--- src/rtl/board_ram_pkg.sv ---
// Shared types and constants for the tic-tac-toe board/action RAM.
// Holds the clear-sweep FSM encoding, default geometry and the parity helper.
package board_ram_pkg;

    typedef enum logic {
        ST_CLEAR = 1'b0,
        ST_IDLE  = 1'b1
    } state_e;

    localparam int DEFAULT_DATA_WIDTH = 16;
    localparam int DEFAULT_ADDR_WIDTH = 8;
    localparam int DEFAULT_DEPTH      = 256;

    // Even-parity bit: makes the total count of ones (word plus bit) even.
    function automatic logic evenParity(input logic [63:0] word);
        return ^word;
    endfunction

endpackage

--- src/rtl/board_ram_clear_ctrl.sv ---
// CLEAR/IDLE sequencer for board_ram: walks a pointer over every entry after
// reset or a clear request, and gates user accesses while it does so.
module board_ram_clear_ctrl
    import board_ram_pkg::*;
#(
    parameter int DEPTH     = DEFAULT_DEPTH,
    parameter int PTR_WIDTH = 8
) (
    input  logic                 clock,
    input  logic                 reset,
    input  logic                 clearReq_i,
    output logic                 busy_o,
    output logic                 clrWe_o,
    output logic [PTR_WIDTH-1:0] clrAddr_o,
    output logic                 userEn_o
);

    localparam logic [PTR_WIDTH-1:0] LAST_PTR = PTR_WIDTH'(DEPTH - 1);

    state_e               state_q;
    logic [PTR_WIDTH-1:0] ptr_q;
    logic                 busy_q;

    // One entry is initialised per cycle; busy drops together with the move to IDLE.
    always_ff @(posedge clock) begin
        if (reset) begin
            state_q <= ST_CLEAR;
            ptr_q   <= '0;
            busy_q  <= 1'b1;
        end else begin
            case (state_q)
                ST_CLEAR: begin
                    if (ptr_q == LAST_PTR) begin
                        state_q <= ST_IDLE;
                        ptr_q   <= '0;
                        busy_q  <= 1'b0;
                    end else begin
                        ptr_q <= ptr_q + 1'b1;
                    end
                end
                ST_IDLE: begin
                    if (clearReq_i) begin
                        state_q <= ST_CLEAR;
                        ptr_q   <= '0;
                        busy_q  <= 1'b1;
                    end
                end
                default: begin
                    state_q <= ST_CLEAR;
                    ptr_q   <= '0;
                    busy_q  <= 1'b1;
                end
            endcase
        end
    end

    // A clear request in IDLE wins over any user access issued in the same cycle.
    assign busy_o    = busy_q;
    assign clrWe_o   = (state_q == ST_CLEAR);
    assign clrAddr_o = ptr_q;
    assign userEn_o  = (state_q == ST_IDLE) && !clearReq_i;

endmodule

--- src/rtl/board_ram.sv ---
// One-write/one-read synchronous RAM with clear sweep, write-first bypass,
// read-valid strobe and range checking. Optional parity: BOARD_RAM_PARITY_EN.
module board_ram
    import board_ram_pkg::*;
#(
    parameter int                    DATA_WIDTH = DEFAULT_DATA_WIDTH,
    parameter int                    ADDR_WIDTH = DEFAULT_ADDR_WIDTH,
    parameter int                    DEPTH      = DEFAULT_DEPTH,
    parameter logic [DATA_WIDTH-1:0] INIT_VALUE = '0
) (
    input  logic                  clock,
    input  logic                  reset,
    input  logic                  clear_req,
    output logic                  busy,
    input  logic                  write_enable,
    input  logic [ADDR_WIDTH-1:0] write_address,
    input  logic [DATA_WIDTH-1:0] d_in,
    input  logic                  read_enable,
    input  logic [ADDR_WIDTH-1:0] read_address,
    output logic [DATA_WIDTH-1:0] d_out,
    output logic                  d_valid,
    output logic                  addr_err
`ifdef BOARD_RAM_PARITY_EN
    ,
    output logic                  parity_err
`endif
);

    localparam int                  IDX_WIDTH = (DEPTH > 1) ? $clog2(DEPTH) : 1;
    localparam logic [ADDR_WIDTH:0] DEPTH_EXT = (ADDR_WIDTH + 1)'(DEPTH);

    logic [DATA_WIDTH-1:0] mem [DEPTH];

    logic                  userEn;
    logic                  clrWe;
    logic [IDX_WIDTH-1:0]  clrAddr;
    logic [IDX_WIDTH-1:0]  wrIdx;
    logic [IDX_WIDTH-1:0]  rdIdx;
    logic                  wrInRange;
    logic                  rdInRange;
    logic                  wrFire;
    logic                  rdFire;
    logic                  bypass;

    logic [DATA_WIDTH-1:0] rdData_d, rdData_q;
    logic                  rdValid_d, rdValid_q;
    logic                  addrErr_d, addrErr_q;

    board_ram_clear_ctrl #(
        .DEPTH     (DEPTH),
        .PTR_WIDTH (IDX_WIDTH)
    ) u_clear_ctrl (
        .clock      (clock),
        .reset      (reset),
        .clearReq_i (clear_req),
        .busy_o     (busy),
        .clrWe_o    (clrWe),
        .clrAddr_o  (clrAddr),
        .userEn_o   (userEn)
    );

    assign wrIdx     = write_address[IDX_WIDTH-1:0];
    assign rdIdx     = read_address[IDX_WIDTH-1:0];
    assign wrInRange = {1'b0, write_address} < DEPTH_EXT;
    assign rdInRange = {1'b0, read_address} < DEPTH_EXT;
    assign wrFire    = userEn && write_enable && wrInRange;
    assign rdFire    = userEn && read_enable;
    assign bypass    = wrFire && rdInRange && (write_address == read_address);

    // Storage has no reset of its own; the sweep after reset initialises it.
    always_ff @(posedge clock) begin
        if (!reset) begin
            if (clrWe) begin
                mem[clrAddr] <= INIT_VALUE;
            end else if (wrFire) begin
                mem[wrIdx] <= d_in;
            end
        end
    end

    // Read data holds between reads; out-of-range reads return the clear value.
    always_comb begin
        rdData_d  = rdData_q;
        rdValid_d = rdFire;
        addrErr_d = userEn && ((write_enable && !wrInRange) || (read_enable && !rdInRange));
        if (rdFire) begin
            if (!rdInRange) begin
                rdData_d = INIT_VALUE;
            end else if (bypass) begin
                rdData_d = d_in;
            end else begin
                rdData_d = mem[rdIdx];
            end
        end
    end

    always_ff @(posedge clock) begin
        if (reset) begin
            rdData_q  <= '0;
            rdValid_q <= 1'b0;
            addrErr_q <= 1'b0;
        end else begin
            rdData_q  <= rdData_d;
            rdValid_q <= rdValid_d;
            addrErr_q <= addrErr_d;
        end
    end

    assign d_out    = rdData_q;
    assign d_valid  = rdValid_q;
    assign addr_err = addrErr_q;

`ifdef BOARD_RAM_PARITY_EN
    logic parMem [DEPTH];
    logic parErr_d, parErr_q;

    // Parity array mirrors the data array write-for-write.
    always_ff @(posedge clock) begin
        if (!reset) begin
            if (clrWe) begin
                parMem[clrAddr] <= evenParity(64'(INIT_VALUE));
            end else if (wrFire) begin
                parMem[wrIdx] <= evenParity(64'(d_in));
            end
        end
    end

    // Only reads served from the array can be checked; bypass data never was stored.
    assign parErr_d = rdFire && rdInRange && !bypass
                      && (parMem[rdIdx] != evenParity(64'(mem[rdIdx])));

    always_ff @(posedge clock) begin
        if (reset) begin
            parErr_q <= 1'b0;
        end else begin
            parErr_q <= parErr_d;
        end
    end

    assign parity_err = parErr_q;
`endif

endmodule

--- config.mk ---
export PLATFORM = sky130hd
export DESIGN_NAME = board_ram
export DESIGN_NICKNAME = d
export VERILOG_FILES = /design/src/rtl/board_ram_pkg.sv /design/src/rtl/board_ram_clear_ctrl.sv /design/src/rtl/board_ram.sv
export SDC_FILE = /design/constraint.sdc
export NUM_CORES = 2
export LEC_CHECK = 0
export CAP_MARGIN = 10
export CORE_ASPECT_RATIO = 1.4
export CORE_UTILIZATION = 40
export DETAILED_ROUTE_END_ITERATION = 10
export GPL_ROUTABILITY_DRIVEN = 0
export PLACE_DENSITY = 0.68
export RECOVER_POWER = 100
export SYNTH_ARGS = -nofsm -noshare
export SYNTH_HDL_FRONTEND = slang
export SYNTH_HIERARCHICAL = 1
export SYNTH_SLANG_ARGS = --single-unit
export TNS_END_PERCENT = 100
--- constraint.sdc ---
create_clock -name clock -period 12.1 [get_ports clock]
set_input_delay 3.63 -clock clock [delete_from_list [all_inputs] [get_ports clock]]
set_output_delay 3.63 -clock clock [all_outputs]
set_load 0.005 [all_outputs]
# Word-level counts from Yosys, hierarchy flattened
# Memory sizes are Yosys's and may differ from the RTL's. A register that Yosys moved wholly into a read port is not among the register bits.
# Index checks and enable logic that the tools add are counted.
# classes
add_sub_neg	1
eq_ne	3
muxes	19
n_bitwise	1
n_reduce_logical	6
# op_table
cell	count
8-bit 2-to-1 mux	3
16-bit 2-to-1 mux	1
8-bit one-hot mux with 2 select lines	1
16-bit OR reduction	1
1-bit 2-to-1 mux	12
8-bit by 1-bit adder with 8-bit output (second input constant)	1
8-bit equality test (second input constant)	1
1-bit one-hot mux with 2 select lines	2
1-bit logical AND	3
2-bit by 1-bit inequality test with 1-bit output (second input constant)	1
2-bit inequality test (second input constant)	1
2-bit AND reduction	1
1-bit zero test	1
1-bit inverter	1
# word_totals
register_bits	11
ram_bits	4096
inputBits	37
output_inout_bits	19
memories	1
# memory_table
name	depth	word_bits	read_ports	rd_clocked_by_memory_dff	wr	line	source
mem	256	16	1	1	1	board_ram.sv:32	logic [DATA_WIDTH-1:0] mem [DEPTH];

# Depth between registers and ports, before layout
# depth
depth_word	9
depth_mapped	14
ltp_nobuf	8

# Hierarchy
# Netlist, hierarchy kept.
# modules_own_cells
module	instances	cells_each	area_per_inst_um2	seq_area_each_um2
board_ram	1	7158	159136.4	123338.3
board_ram_clear_ctrl	1	62	514.2	200.2

# Least setup slack after synthesis
# No wires, ideal clock.
# synth_path
kind	input -> register
from	in clear_req
to	mem mem[0][10] in the netlist's numbering, data pin
arrival_time_ns	10.790
path_slack_ns	-0.083
path_stages	6
path_cell_list	nor2b_1 nand2_1 or3_1 clkbuf_1 buf_1 nor2_1
# synth_via
elab_chain_len	9
# synth_lines
element	line	source
from (decl)	board_ram.sv:13	input logic clear_req,
1-bit zero test	board_ram_clear_ctrl.sv:61	assign userEn_o = (state_q == ST_IDLE) && !clearReq_i;
1-bit logical AND	board_ram_clear_ctrl.sv:61	
1-bit logical AND	board_ram.sv:66	assign wrFire = userEn && write_enable && wrInRange;
1-bit 2-to-1 mux	board_ram.sv:75	end else if (wrFire) begin
1-bit 2-to-1 mux	board_ram.sv:73	if (clrWe) begin
1-bit 2-to-1 mux	board_ram.sv:72	if (!reset) begin
1-bit 2-to-1 mux (implied by the code)	board_ram.sv:76	mem[wrIdx] <= d_in;
16-bit OR reduction (no source line)	--	
16-bit 2-to-1 mux (no source line)	--	
to (decl)	board_ram.sv:32	
# No other way between the ends.

# Final worst setup path
# layout_path
from	in clear_req
to	mem mem[25][9] in the netlist's numbering, enable pin
# layout_via
elab_chain_len	9
# layout_lines
element	line	source
1-bit zero test *	board_ram_clear_ctrl.sv:61	
1-bit logical AND *	board_ram_clear_ctrl.sv:61	
via userEn	board_ram.sv:34	logic userEn;
1-bit logical AND *	board_ram.sv:66	
1-bit 2-to-1 mux *	board_ram.sv:75	
1-bit 2-to-1 mux *	board_ram.sv:73	
1-bit 2-to-1 mux *	board_ram.sv:72	
1-bit 2-to-1 mux (implied by the code) *	board_ram.sv:76	
16-bit OR reduction (no source line)	--	
8-bit 2-to-1 mux (no source line) / 1-bit 2-to-1 mux (equally long branches)	--	
# The timed path passes the listed nets; every way through them passes the cells marked *.

==> metrics.txt <==
clock tree buffer depth=4; failing checks=capacitance limit, slew limit; routed via count=78887; Core Area=397000 um^2; crit end category=flop; Avg Synthesized Cell Area=22.1 um^2; Initial Util=40.2%; GRT Total Usage=21.8%; die height=750 um; WS Path Type=input pin to flop; number of fill cells in the layout=32556; Multi-input gate area=33700 um^2; Nets=7596; CP max FO=24; Congestion Overflow GR=0; row cnt=274; Worst EP arrival=10540 ps; final worst slack=1840 ps; DIE AREA=402000 um^2; Post-Synthesis Cells=7220; vias in the first global route=78530; Worst-Skew Late Latency=970 ps; number of flops mapped to enable cells by yosys=4096; CTS tree=done; IO Count=56; pin count of the biggest net entering global routing=209; worst hold path type=flop to flop; Routed WL=443000 um; drt first pass iters=6; setup TNS=0 ps; register area share after synthesis=77.4%; DRC errors left=0; DR iter-0 viols=11457; Async SR Flop Fraction=0%; fin util=44.7%; dpl hpwl=271000 um; synthesis-stage register bit count=4123; Max Clk Rate=97.5 MHz; Hold Buf Count CTS=0; Max Slew Vio Count=3213; Area contributors post-synth=edfxtp_1 77%, mux4_2 15%, mux2i_1 1.6%, nor2_1 0.83%, nand2_1 0.60%; post-cts resize count=0; Syn. warnings=6; initial antenna violation count=36; clock net sink count=4123; P&R area growth vs syn=11.3%; final critical-path required period=10260 ps; Post-CTS Setup Bufs=0; area share of the largest cell type after synthesis=77.0%; RSZ-0062 raised after global routing=false; htree depth=5; # setup viols final=0; CTS root buf=clkbuf_16; outcome=finished, violations left; Cell variety after synth=71; first-pass GRT wire length=615000 um; pre-CTS setup slack=3340 ps; syn nets=7258; Critical Path RT=12380 ps; max-cap violations=130; I/O Buffers=54; Yosys top cell by area=edfxtp_1; share of post-route cells with drive strength above 1=22.5%; clk slew on worst S/H paths=60 ps; CTS Buf Count=354; WHS=539 ps; crit share post-route=84.8%; vias per cell=6.01; Pleak=50.3 nW; dominant synthesized flop cell=edfxtp_1; drt wl/cell=33.8 um; actual slew at the worst max-slew pin=4520 ps; Worst slew margin=-201%; VDD IR-drop max=0.000118 V; Sequential Area=124000 um^2; CP Launch Type=input pin; final hold viol count=0; Clock Skew=105 ps; die width=536 um; Mapped Area=160000 um^2; pwr dens=155 nW/um^2; final antenna-violating net count=0
-- cell usage in the layout, fill, tap and decap left out, drive strengths merged, types with 18 or more instances in the layout --
cell type / count
a211oi: 42
buf: 156
a22oi: 28
mux2i: 259
nor2b: 26
nand3b: 22
clkdlybuf4s50: 27
edfxtp: 4096
and2: 31
o21ai: 69
nand3: 75
a221oi: 18
nor4: 21
inv: 32
clkinv: 142
nor3: 20
mux4: 1044
a21oi: 56
dfxtp: 27
o221ai: 31
a31oi: 23
o22ai: 71
diode: 51
dlygate4sd3: 20
clkbuf: 611
bufinv: 29
nand2: 256
nor2: 352
-- flip-flops by register name, indices dropped and copies added (netlist names) --
register	count
d_out	16
u_clear_ctrl/busy_o	1
d_valid	1
u_clear_ctrl/state_q	1
mem	4096
u_clear_ctrl/clrAddr_o	8
-- power breakdown --
group          leakage (nW)  switching (mW)  internal [mW]
clock network          5.41            5.11           6.09
registers              34.2         0.00606           15.5
logic                  10.7           0.594          0.289
total                  50.3            5.71           21.8
-- logic make-up after synthesis --
kind of cell | Yosys count | synth area share (%)
flops | 4123 | 77.4
fa+ha+maj | 1 | 0.00784
mux | 1320 | 16.5
compound gates | 470 | 2.08
buf+inv | 426 | 1.58
simple gates | 870 | 2.42
xor+xnor | 9 | 0.0494
other cells | 1 | 0.00235
-- synthesized netlist by cell type (11+ instances only) --
cell and instances:
mux2_2 17, a21oi_1 56, nand2b_1 13, buf_4 63, a211oi_1 42, buf_1 29
nor4_1 20, a221oi_1 18, a311o_1 14, inv_1 17, and2_1 29, o221ai_1 31
o21ai_0 69, nand2_1 256, nand4_1 12, nor2b_1 26, a31oi_1 23, o22ai_1 71
mux4_2 1044, nand3b_1 22, a32o_1 12, edfxtp_1 4096, a22oi_1 28, a22o_1 12
or4_1 11, dfxtp_1 27, o31ai_1 13, buf_6 63, clkbuf_1 140, nor2_1 352
nand3_1 75, and3_1 11, nor3_1 20, mux2i_1 259, buf_2 106
-- worst max-delay path, stage by stage --
cell           delay, ps
dlygate4sd3_1        610
nor2b_1              520
nand2_1              240
or3_1                360
clkbuf_1             550
nand3b_1             290
nand2_1              270
nand3_1              200
clkbuf_1            2400
nor2_1              1400
-- metal layers --
layer  GRT usage, %  routed length, um  vias up  part of all wire (%)
met5         0.0837                112        -                 0.025
met4           13.5              31600       18                   7.1
met3           5.04              46800     1000                    11
met2           34.9             213000     4812                    48
met1           26.7             151000    41957                    34
li1               -                  -    31100                     -
-- cell type report --
cell class / instances / share of cell area (%)
diodes: 51 / 0.0718
well taps: 5244 / 3.69
multi-input cells: 2671 / 19.0
clock inverters: 201 / 1.04
inverters: 18 / 0.0479
clock buffers: 424 / 5.21
repair buffers: 390 / 1.47
flip-flops and latches: 4123 / 69.5
-- metrics by stage --
step           instances  cell area [um^2]  power, mW
5_1_grt            13108            178000       28.1
4_1_cts            13069            179000       27.6
3_3_place_gp       12440            167000       16.6
2_1_floorplan       7220            160000       16.3
3_5_place_dp       12444            167000       16.7
6_report           13122            178000       27.6
-- final timing paths --
kind	from	end	slack, ps	cells past startpoint
min	u_clear_ctrl/busy_o	u_clear_ctrl/busy_o	540	2
max	clear_req	mem[25][9]	1840	10
max reg2reg	u_clear_ctrl/state_q	mem[25][9]	4540	9
min reg2reg	u_clear_ctrl/busy_o	u_clear_ctrl/busy_o	540	2
Power figures use the tool's default switching activity.
